`src/rtl/wb_matvec_accel.sv`:
```
// -----------------------------------------------------------------------------
// wb_matvec_accel
//   Wishbone-slave matrix-vector multiplier: y = A * x, signed fixed point.
//   Software loads A (ROWS x COLUMNS) and x (COLUMNS) through the bus, writes
//   START, and the engine performs one multiply-accumulate per cycle, writing
//   each finished row sum into y. DONE (and optionally irq_o) flags completion.
//
// Ports
//   clk        single clock for bus and datapath
//   rstn       asynchronous active-low reset
//   wbs_cyc_i  Wishbone cycle          wbs_stb_i  Wishbone strobe
//   wbs_we_i   write enable            wbs_sel_i  byte selects (all-zero = no-op write)
//   wbs_adr_i  byte address, [11:2] decoded
//   wbs_dat_i  write data              wbs_dat_o  read data (valid in ack cycle, else 0)
//   wbs_ack_o  one-cycle acknowledge   irq_o      level interrupt = DONE & IE
//
// Map: 0x000 CTRL {IE, START}  0x004 STATUS {DONE(w1c), BUSY}
//      0x100 A[r][c]  0x200 x[c]  0x300 y[r] (read-only)
// -----------------------------------------------------------------------------
module wb_matvec_accel #(
    parameter int ROWS    = 4,
    parameter int COLUMNS = 4,
    parameter int WIDTH   = 8
) (
    input  logic        clk,
    input  logic        rstn,
    input  logic        wbs_cyc_i,
    input  logic        wbs_stb_i,
    input  logic        wbs_we_i,
    input  logic [3:0]  wbs_sel_i,
    input  logic [31:0] wbs_adr_i,
    input  logic [31:0] wbs_dat_i,
    output logic        wbs_ack_o,
    output logic [31:0] wbs_dat_o,
    output logic        irq_o
);

    localparam int NEL  = ROWS * COLUMNS;
    localparam int ACCW = 2 * WIDTH + $clog2(COLUMNS);
    localparam int CW   = (COLUMNS > 1) ? $clog2(COLUMNS) : 1;
    localparam int RW   = (ROWS > 1) ? $clog2(ROWS) : 1;
    localparam int AW   = (NEL > 1) ? $clog2(NEL) : 1;

    typedef enum logic [1:0] {IDLE, RUN, FIN} state_t;

    state_t state, state_nxt;

    // Storage: A is kept flat in row-major order so the MAC walks it with a
    // single running index instead of computing r*COLUMNS+c.
    logic [NEL-1:0][WIDTH-1:0]  a_mem;
    logic [COLUMNS-1:0][WIDTH-1:0] x_mem;
    logic [ROWS-1:0][ACCW-1:0]  y_mem;

    logic [RW-1:0] row_cnt;
    logic [CW-1:0] col_cnt;
    logic [AW-1:0] a_idx;
    logic signed [ACCW-1:0] acc;

    logic ie, done;

    // ------------------------------------------------------------------
    // Bus decode
    // ------------------------------------------------------------------
    logic       req, wr;
    logic [3:0] region;
    logic [5:0] widx;
    logic       sel_ctrl, sel_stat, sel_a, sel_x, sel_y;
    logic       busy, start_req, clr_req;

    assign req      = wbs_cyc_i & wbs_stb_i & ~wbs_ack_o;
    assign wr       = req & wbs_we_i & (wbs_sel_i != 4'd0);
    assign region   = wbs_adr_i[11:8];
    assign widx     = wbs_adr_i[7:2];
    assign sel_ctrl = (wbs_adr_i[11:2] == 10'd0);
    assign sel_stat = (wbs_adr_i[11:2] == 10'd1);
    assign sel_a    = (region == 4'h1) && ({1'b0, widx} < 7'(NEL));
    assign sel_x    = (region == 4'h2) && ({1'b0, widx} < 7'(COLUMNS));
    assign sel_y    = (region == 4'h3) && ({1'b0, widx} < 7'(ROWS));

    assign busy      = (state != IDLE);
    // START is only honoured from IDLE; a start while busy is acked and dropped.
    assign start_req = wr & sel_ctrl & wbs_dat_i[0] & (state == IDLE);
    assign clr_req   = wr & sel_stat & wbs_dat_i[1];

    assign irq_o = done & ie;

    // Address bits above the decoded window and byte offset are don't-care.
    logic unused_bits;
    assign unused_bits = ^{wbs_adr_i[31:12], wbs_adr_i[1:0], wbs_dat_i};

    // ------------------------------------------------------------------
    // FSM
    // ------------------------------------------------------------------
    logic last_col, last_row;

    assign last_col = (col_cnt == CW'(COLUMNS - 1));
    assign last_row = (row_cnt == RW'(ROWS - 1));

    always_ff @(posedge clk or negedge rstn) begin
        if (!rstn) state <= IDLE;
        else       state <= state_nxt;
    end

    always_comb begin
        state_nxt = state;
        case (state)
            IDLE:    if (start_req) state_nxt = RUN;
            RUN:     if (last_col && last_row) state_nxt = FIN;
            FIN:     state_nxt = IDLE;
            default: state_nxt = IDLE;
        endcase
    end

    // ------------------------------------------------------------------
    // MAC operand select and arithmetic
    // ------------------------------------------------------------------
    logic signed [WIDTH-1:0]   a_op, x_op;
    logic signed [2*WIDTH-1:0] prod;
    logic signed [ACCW-1:0]    acc_nxt;

    always_comb begin
        a_op = '0;
        x_op = '0;
        for (int i = 0; i < NEL; i++)
            if (a_idx == AW'(i)) a_op = a_mem[i];
        for (int i = 0; i < COLUMNS; i++)
            if (col_cnt == CW'(i)) x_op = x_mem[i];
    end

    assign prod    = a_op * x_op;
    // Accumulator carries clog2(COLUMNS) guard bits, so the sum cannot overflow.
    assign acc_nxt = acc + ACCW'(prod);

    // ------------------------------------------------------------------
    // Datapath, storage and control registers
    // ------------------------------------------------------------------
    always_ff @(posedge clk or negedge rstn) begin
        if (!rstn) begin
            a_mem   <= '0;
            x_mem   <= '0;
            y_mem   <= '0;
            row_cnt <= '0;
            col_cnt <= '0;
            a_idx   <= '0;
            acc     <= '0;
            ie      <= 1'b0;
            done    <= 1'b0;
        end else begin
            if (start_req) begin
                row_cnt <= '0;
                col_cnt <= '0;
                a_idx   <= '0;
                acc     <= '0;
            end else if (state == RUN) begin
                a_idx <= a_idx + AW'(1);
                if (last_col) begin
                    // Row finished: commit the full sum and restart the accumulator.
                    for (int i = 0; i < ROWS; i++)
                        if (row_cnt == RW'(i)) y_mem[i] <= acc_nxt;
                    acc     <= '0;
                    col_cnt <= '0;
                    row_cnt <= row_cnt + RW'(1);
                end else begin
                    acc     <= acc_nxt;
                    col_cnt <= col_cnt + CW'(1);
                end
            end

            // Operand writes are locked out while the engine is reading them.
            if (wr && !busy) begin
                if (sel_a)
                    for (int i = 0; i < NEL; i++)
                        if (widx == 6'(i)) a_mem[i] <= wbs_dat_i[WIDTH-1:0];
                if (sel_x)
                    for (int i = 0; i < COLUMNS; i++)
                        if (widx == 6'(i)) x_mem[i] <= wbs_dat_i[WIDTH-1:0];
            end

            if (wr && sel_ctrl) ie <= wbs_dat_i[1];

            // Completion beats a simultaneous software clear.
            if (state == FIN)   done <= 1'b1;
            else if (start_req) done <= 1'b0;
            else if (clr_req)   done <= 1'b0;
        end
    end

    // ------------------------------------------------------------------
    // Read mux and bus response
    // ------------------------------------------------------------------
    logic [31:0]             rdata;
    logic signed [WIDTH-1:0] a_t, x_t;
    logic signed [ACCW-1:0]  y_t;

    always_comb begin
        rdata = 32'd0;
        a_t   = '0;
        x_t   = '0;
        y_t   = '0;
        if (sel_ctrl) begin
            rdata = {30'd0, ie, 1'b0};
        end else if (sel_stat) begin
            rdata = {30'd0, done, busy};
        end else if (sel_a) begin
            for (int i = 0; i < NEL; i++)
                if (widx == 6'(i)) a_t = a_mem[i];
            rdata = 32'(a_t);
        end else if (sel_x) begin
            for (int i = 0; i < COLUMNS; i++)
                if (widx == 6'(i)) x_t = x_mem[i];
            rdata = 32'(x_t);
        end else if (sel_y) begin
            for (int i = 0; i < ROWS; i++)
                if (widx == 6'(i)) y_t = y_mem[i];
            rdata = 32'(y_t);
        end
    end

    always_ff @(posedge clk or negedge rstn) begin
        if (!rstn) begin
            wbs_ack_o <= 1'b0;
            wbs_dat_o <= 32'd0;
        end else begin
            wbs_ack_o <= req;
            wbs_dat_o <= (req && !wbs_we_i) ? rdata : 32'd0;
        end
    end

endmodule

```
`config.mk`:
```
export PLATFORM = sky130hd
export DESIGN_NAME = wb_matvec_accel
export DESIGN_NICKNAME = d
export VERILOG_FILES = /design/src/rtl/wb_matvec_accel.sv
export SDC_FILE = /design/constraint.sdc
export NUM_CORES = 1
export LEC_CHECK = 0
export ABC_AREA = 1
export CAP_MARGIN = 20
export CORE_AREA = 2 2 167 169
export DETAILED_ROUTE_END_ITERATION = 10
export DIE_AREA = 0 0 169 171
export HOLD_SLACK_MARGIN = 0.08
export PLACE_DENSITY_LB_ADDON = 0.2
export SYNTH_ARGS = -nofsm -noshare
export SYNTH_HDL_FRONTEND = slang
export SYNTH_SLANG_ARGS = --single-unit
```
`constraint.sdc`:
```
create_clock -name clk -period 10.9 [get_ports clk]
set_input_delay 2.18 -clock clk [delete_from_list [all_inputs] [get_ports clk]]
set_output_delay 2.18 -clock clk [all_outputs]
set_load 0.01 [all_outputs]
```
==> run summary <==
r2r endpoint: y_mem[71]
sequential area share after synthesis: 0.396
type of origin of the critical path: register
met2 demand-to-capacity share in global routing: 0.527
via count of the first global-routing pass: 14.7k
launch instance of the worst register-to-register path: a_idx[1]
clock network latency to the later pin of the worst-skew pair: 570 ps
met3 GRT Util: 0.0581
sinks on the clock net: 281
Yosys warnings: 0
most used cells in the layout excluding fill and tap cells: 576 x sky130_fd_sc_hd__nand2_1, 281 x sky130_fd_sc_hd__dfrtp_1, 279 x sky130_fd_sc_hd__o21ai_0
final core utilization: 0.717
total iterations of the first detailed-routing run: 7
TritonCTS clock tree: yes
total gr overflow: 0
pwr/cell area: 121 nW/um2
crit path DAT: 8360 ps
slowest cell on the critical path: sky130_fd_sc_hd__nor2_1
diodes inserted: 0
weighted congestion reported at the end of routability-driven placement: 0.946
Synth Area in Compound Gates: 0.150
top achievable clock speed: 127 MHz
total design power: 2.36 mW
hold violation total from the final report: 0
endpoint kind of the worst setup timing path: register
count of input and output buffers: 60
class of the tightest hold or removal check: reg2reg
Clock Pin Slew Worst Setup and Hold Paths: 60 ps
Max-Cap Viols: 0
combinational family with the most area after synthesis: simple AND/OR/NAND/NOR gates
Via density: 5.98
initial drt markers: 1723
sum of net half-perimeters after detailed placement: 33200 um
post-route clock skew: 10.8 ps
leading cell types by total area after synthesis: sky130_fd_sc_hd__dfrtp_1 40%, sky130_fd_sc_hd__nand2_1 12%, sky130_fd_sc_hd__fa_1 9.1%, sky130_fd_sc_hd__o21ai_0 7.9%, sky130_fd_sc_hd__inv_1 4.7%
critical hold path startpoint: wbs_ack_o
setup repair bufs after CTS: 0
Tcrit/Tclk final: 0.723
die span in y: 171 um
worst setup slack after placement: 3170 ps
Final setup viols: 0
Die ar.: 28900 um2
Placeable Area: 27300 um2
Sum Neg Setup Slack: 0 ps
hold buffers post-CTS: 0
static leakage power: 9.52 nW
xor/xnor cell area share of the yosys netlist: 0.00938
count of state elements after synthesis: 281
flop-to-flop setup slack: 3020 ps
fraction of final layout cells with drive strength greater than 1: 0.0859
result of the run: completed
Cell Area, Synth: 17700 um2
end point of the worst hold path: wbs_ack_o
most used routing layer: met2
actual slew at the worst max-slew pin: 1110 ps
io pins: 107
signed area change from the synthesized netlist to the final layout: 10.4%
nets@finish: 2395
Setup Crit Path Kind: reg2reg
combined global-route utilization of all metal layers: 0.340
VDD IR max: 0.000112 V
pin count of the biggest net entering global routing: 90
simple logic cell fraction of the synthesized area: 0.231
quantity of gates resized following cts: 0
number of antenna violations at the first check in global routing: 0
post-synth cell types: 54
Starting Density: 0.649
unrepaired setup endpoints after global routing: no
minimum period implied by the final worst setup slack: 7880 ps
multiplexer fraction of the synthesized cell area: 0
number of buffers created by CTS: 31
total count of max-transition violations in the final report: 0
count of nets left with antenna violations after detail routing: 0
total number of vias: 15.3k
average footprint of a synthesized cell: 8.12 um2
routed wire length: 48000 um
Wirelength per Cell: 18.8 um
GR Layer Usage met1: 0.493
root buffer cell: sky130_fd_sc_hd__clkbuf_16
H-tree levels: 1
width of the die: 169 um
maximum fanout count along the critical path: 10
first-pass GRT wire length: 77600 um
Most common cell on crit path: sky130_fd_sc_hd__nand2_1
Synth Area in Adders: 0.129
portion of synthesized cell area occupied by the leading cell type: 0.396
Worst Path Required: 11380 ps
number of DRC violations after detailed routing: 0
worst-case clock buffer depth: 3
cell row count: 61
final worst-path setup slack: 3020 ps
cells after synthesis: 2186
Yosys top cell by area: sky130_fd_sc_hd__dfrtp_1
Slowest Stage Delay on Critical Path: 800 ps
synthesized netlist net count: 2393
worst slew margin relative to its limit: 0.259
smallest hold slack: 454 ps
hold path cells: 1
most common cell after layout, fill and taps aside: sky130_fd_sc_hd__nand2_1
count of cells along the worst register-to-register path: 40
state kept, by name, indices dropped and copies added, names as in the netlist:
signal	cells
a_mem	128
y_mem	72
x_mem	32
acc	18
wbs_dat_o	18
a_idx	4
col_cnt	2
row_cnt	2
state	2
done	1
ie	1
wbs_ack_o	1
metrics by stage:
| step | std cells | cell area (um2) |
|---|---|---|
| 3_3_place_gp | 2498 | 18300 |
| 4_1_cts | 2555 | 19500 |
| 5_1_grt | 2558 | 19600 |
| 3_5_place_dp | 2498 | 18300 |
| 2_1_floorplan | 2186 | 17700 |
| 6_report | 2558 | 19600 |
cells in the mapped netlist, drive strengths merged:
master and n:
o211ai 14, clkinv 1, o221ai 11, o21ai 327
a22oi 6, a31o 2, nor2 143, o311ai 1
inv 243, nand3b 5, nor4 2, dfrtp 281
and3 2, xnor2 10, buf 53, o21bai 3
nand3 100, fa 81, o22ai 9, a21oi 110
clkbuf 53, a221oi 1, or2 12, ha 53
xor2 9, a31oi 5, o21a 6, nor3 8
a21boi 1, nand4 24, nand2 610
where the power goes:
group	switching, mW	leakage, nW	internal, mW
Combinational	0.0697	5.15	0.0222
Sequential	0.000941	3.79	1.04
Clock	0.444	0.584	0.779
Total	0.515	9.52	1.85
logic make-up after synthesis:
family / after synthesis
fa+ha+maj: 134
compound gates: 496
flops: 281
xor+xnor: 19
simple gates: 906
buf+inv: 350
metal layers:
layer	wire, um	part of all wire	up-vias
li1	-	-	7061
met1	20500	0.43	7326
met2	21400	0.45	773
met3	4540	0.095	134
met4	1520	0.032	0
met5	0	0	-
worst max path at each step:
stage                 to  depth (start not counted)  slack (ps)     start
2_1_floorplan  y_mem[16]                         40        4420  a_idx[1]
3_3_place_gp   y_mem[53]                         39        3340  a_idx[1]
3_5_place_dp   y_mem[71]                         40        3170  a_idx[1]
4_1_cts        y_mem[71]                         40        3120  a_idx[1]
5_1_grt        y_mem[71]                         41        2480  a_idx[1]
6_report       y_mem[71]                         40        3020  a_idx[1]
critical path: cells and delay by family, from the launching register on:
family                     cells  cell delay, ps
xor gates and xnor gates       1             290
buffers and inverters          4             580
AOI/OAI and AO/OA              5             670
and+or+nand+nor               23            2720
DFF                            1             420
adders and majority gates      7            3110
cell type report:
class | instances | area (um2)
repair buffers | 75 | 778
multi-input cells | 1555 | 9230
flip-flops and latches | 281 | 7030
clock buffers | 41 | 883
well taps | 346 | 433
clock inverters | 16 | 314
fillers | 2166 | 7740
inverters | 244 | 918
(Power assumes the default switching activity.)
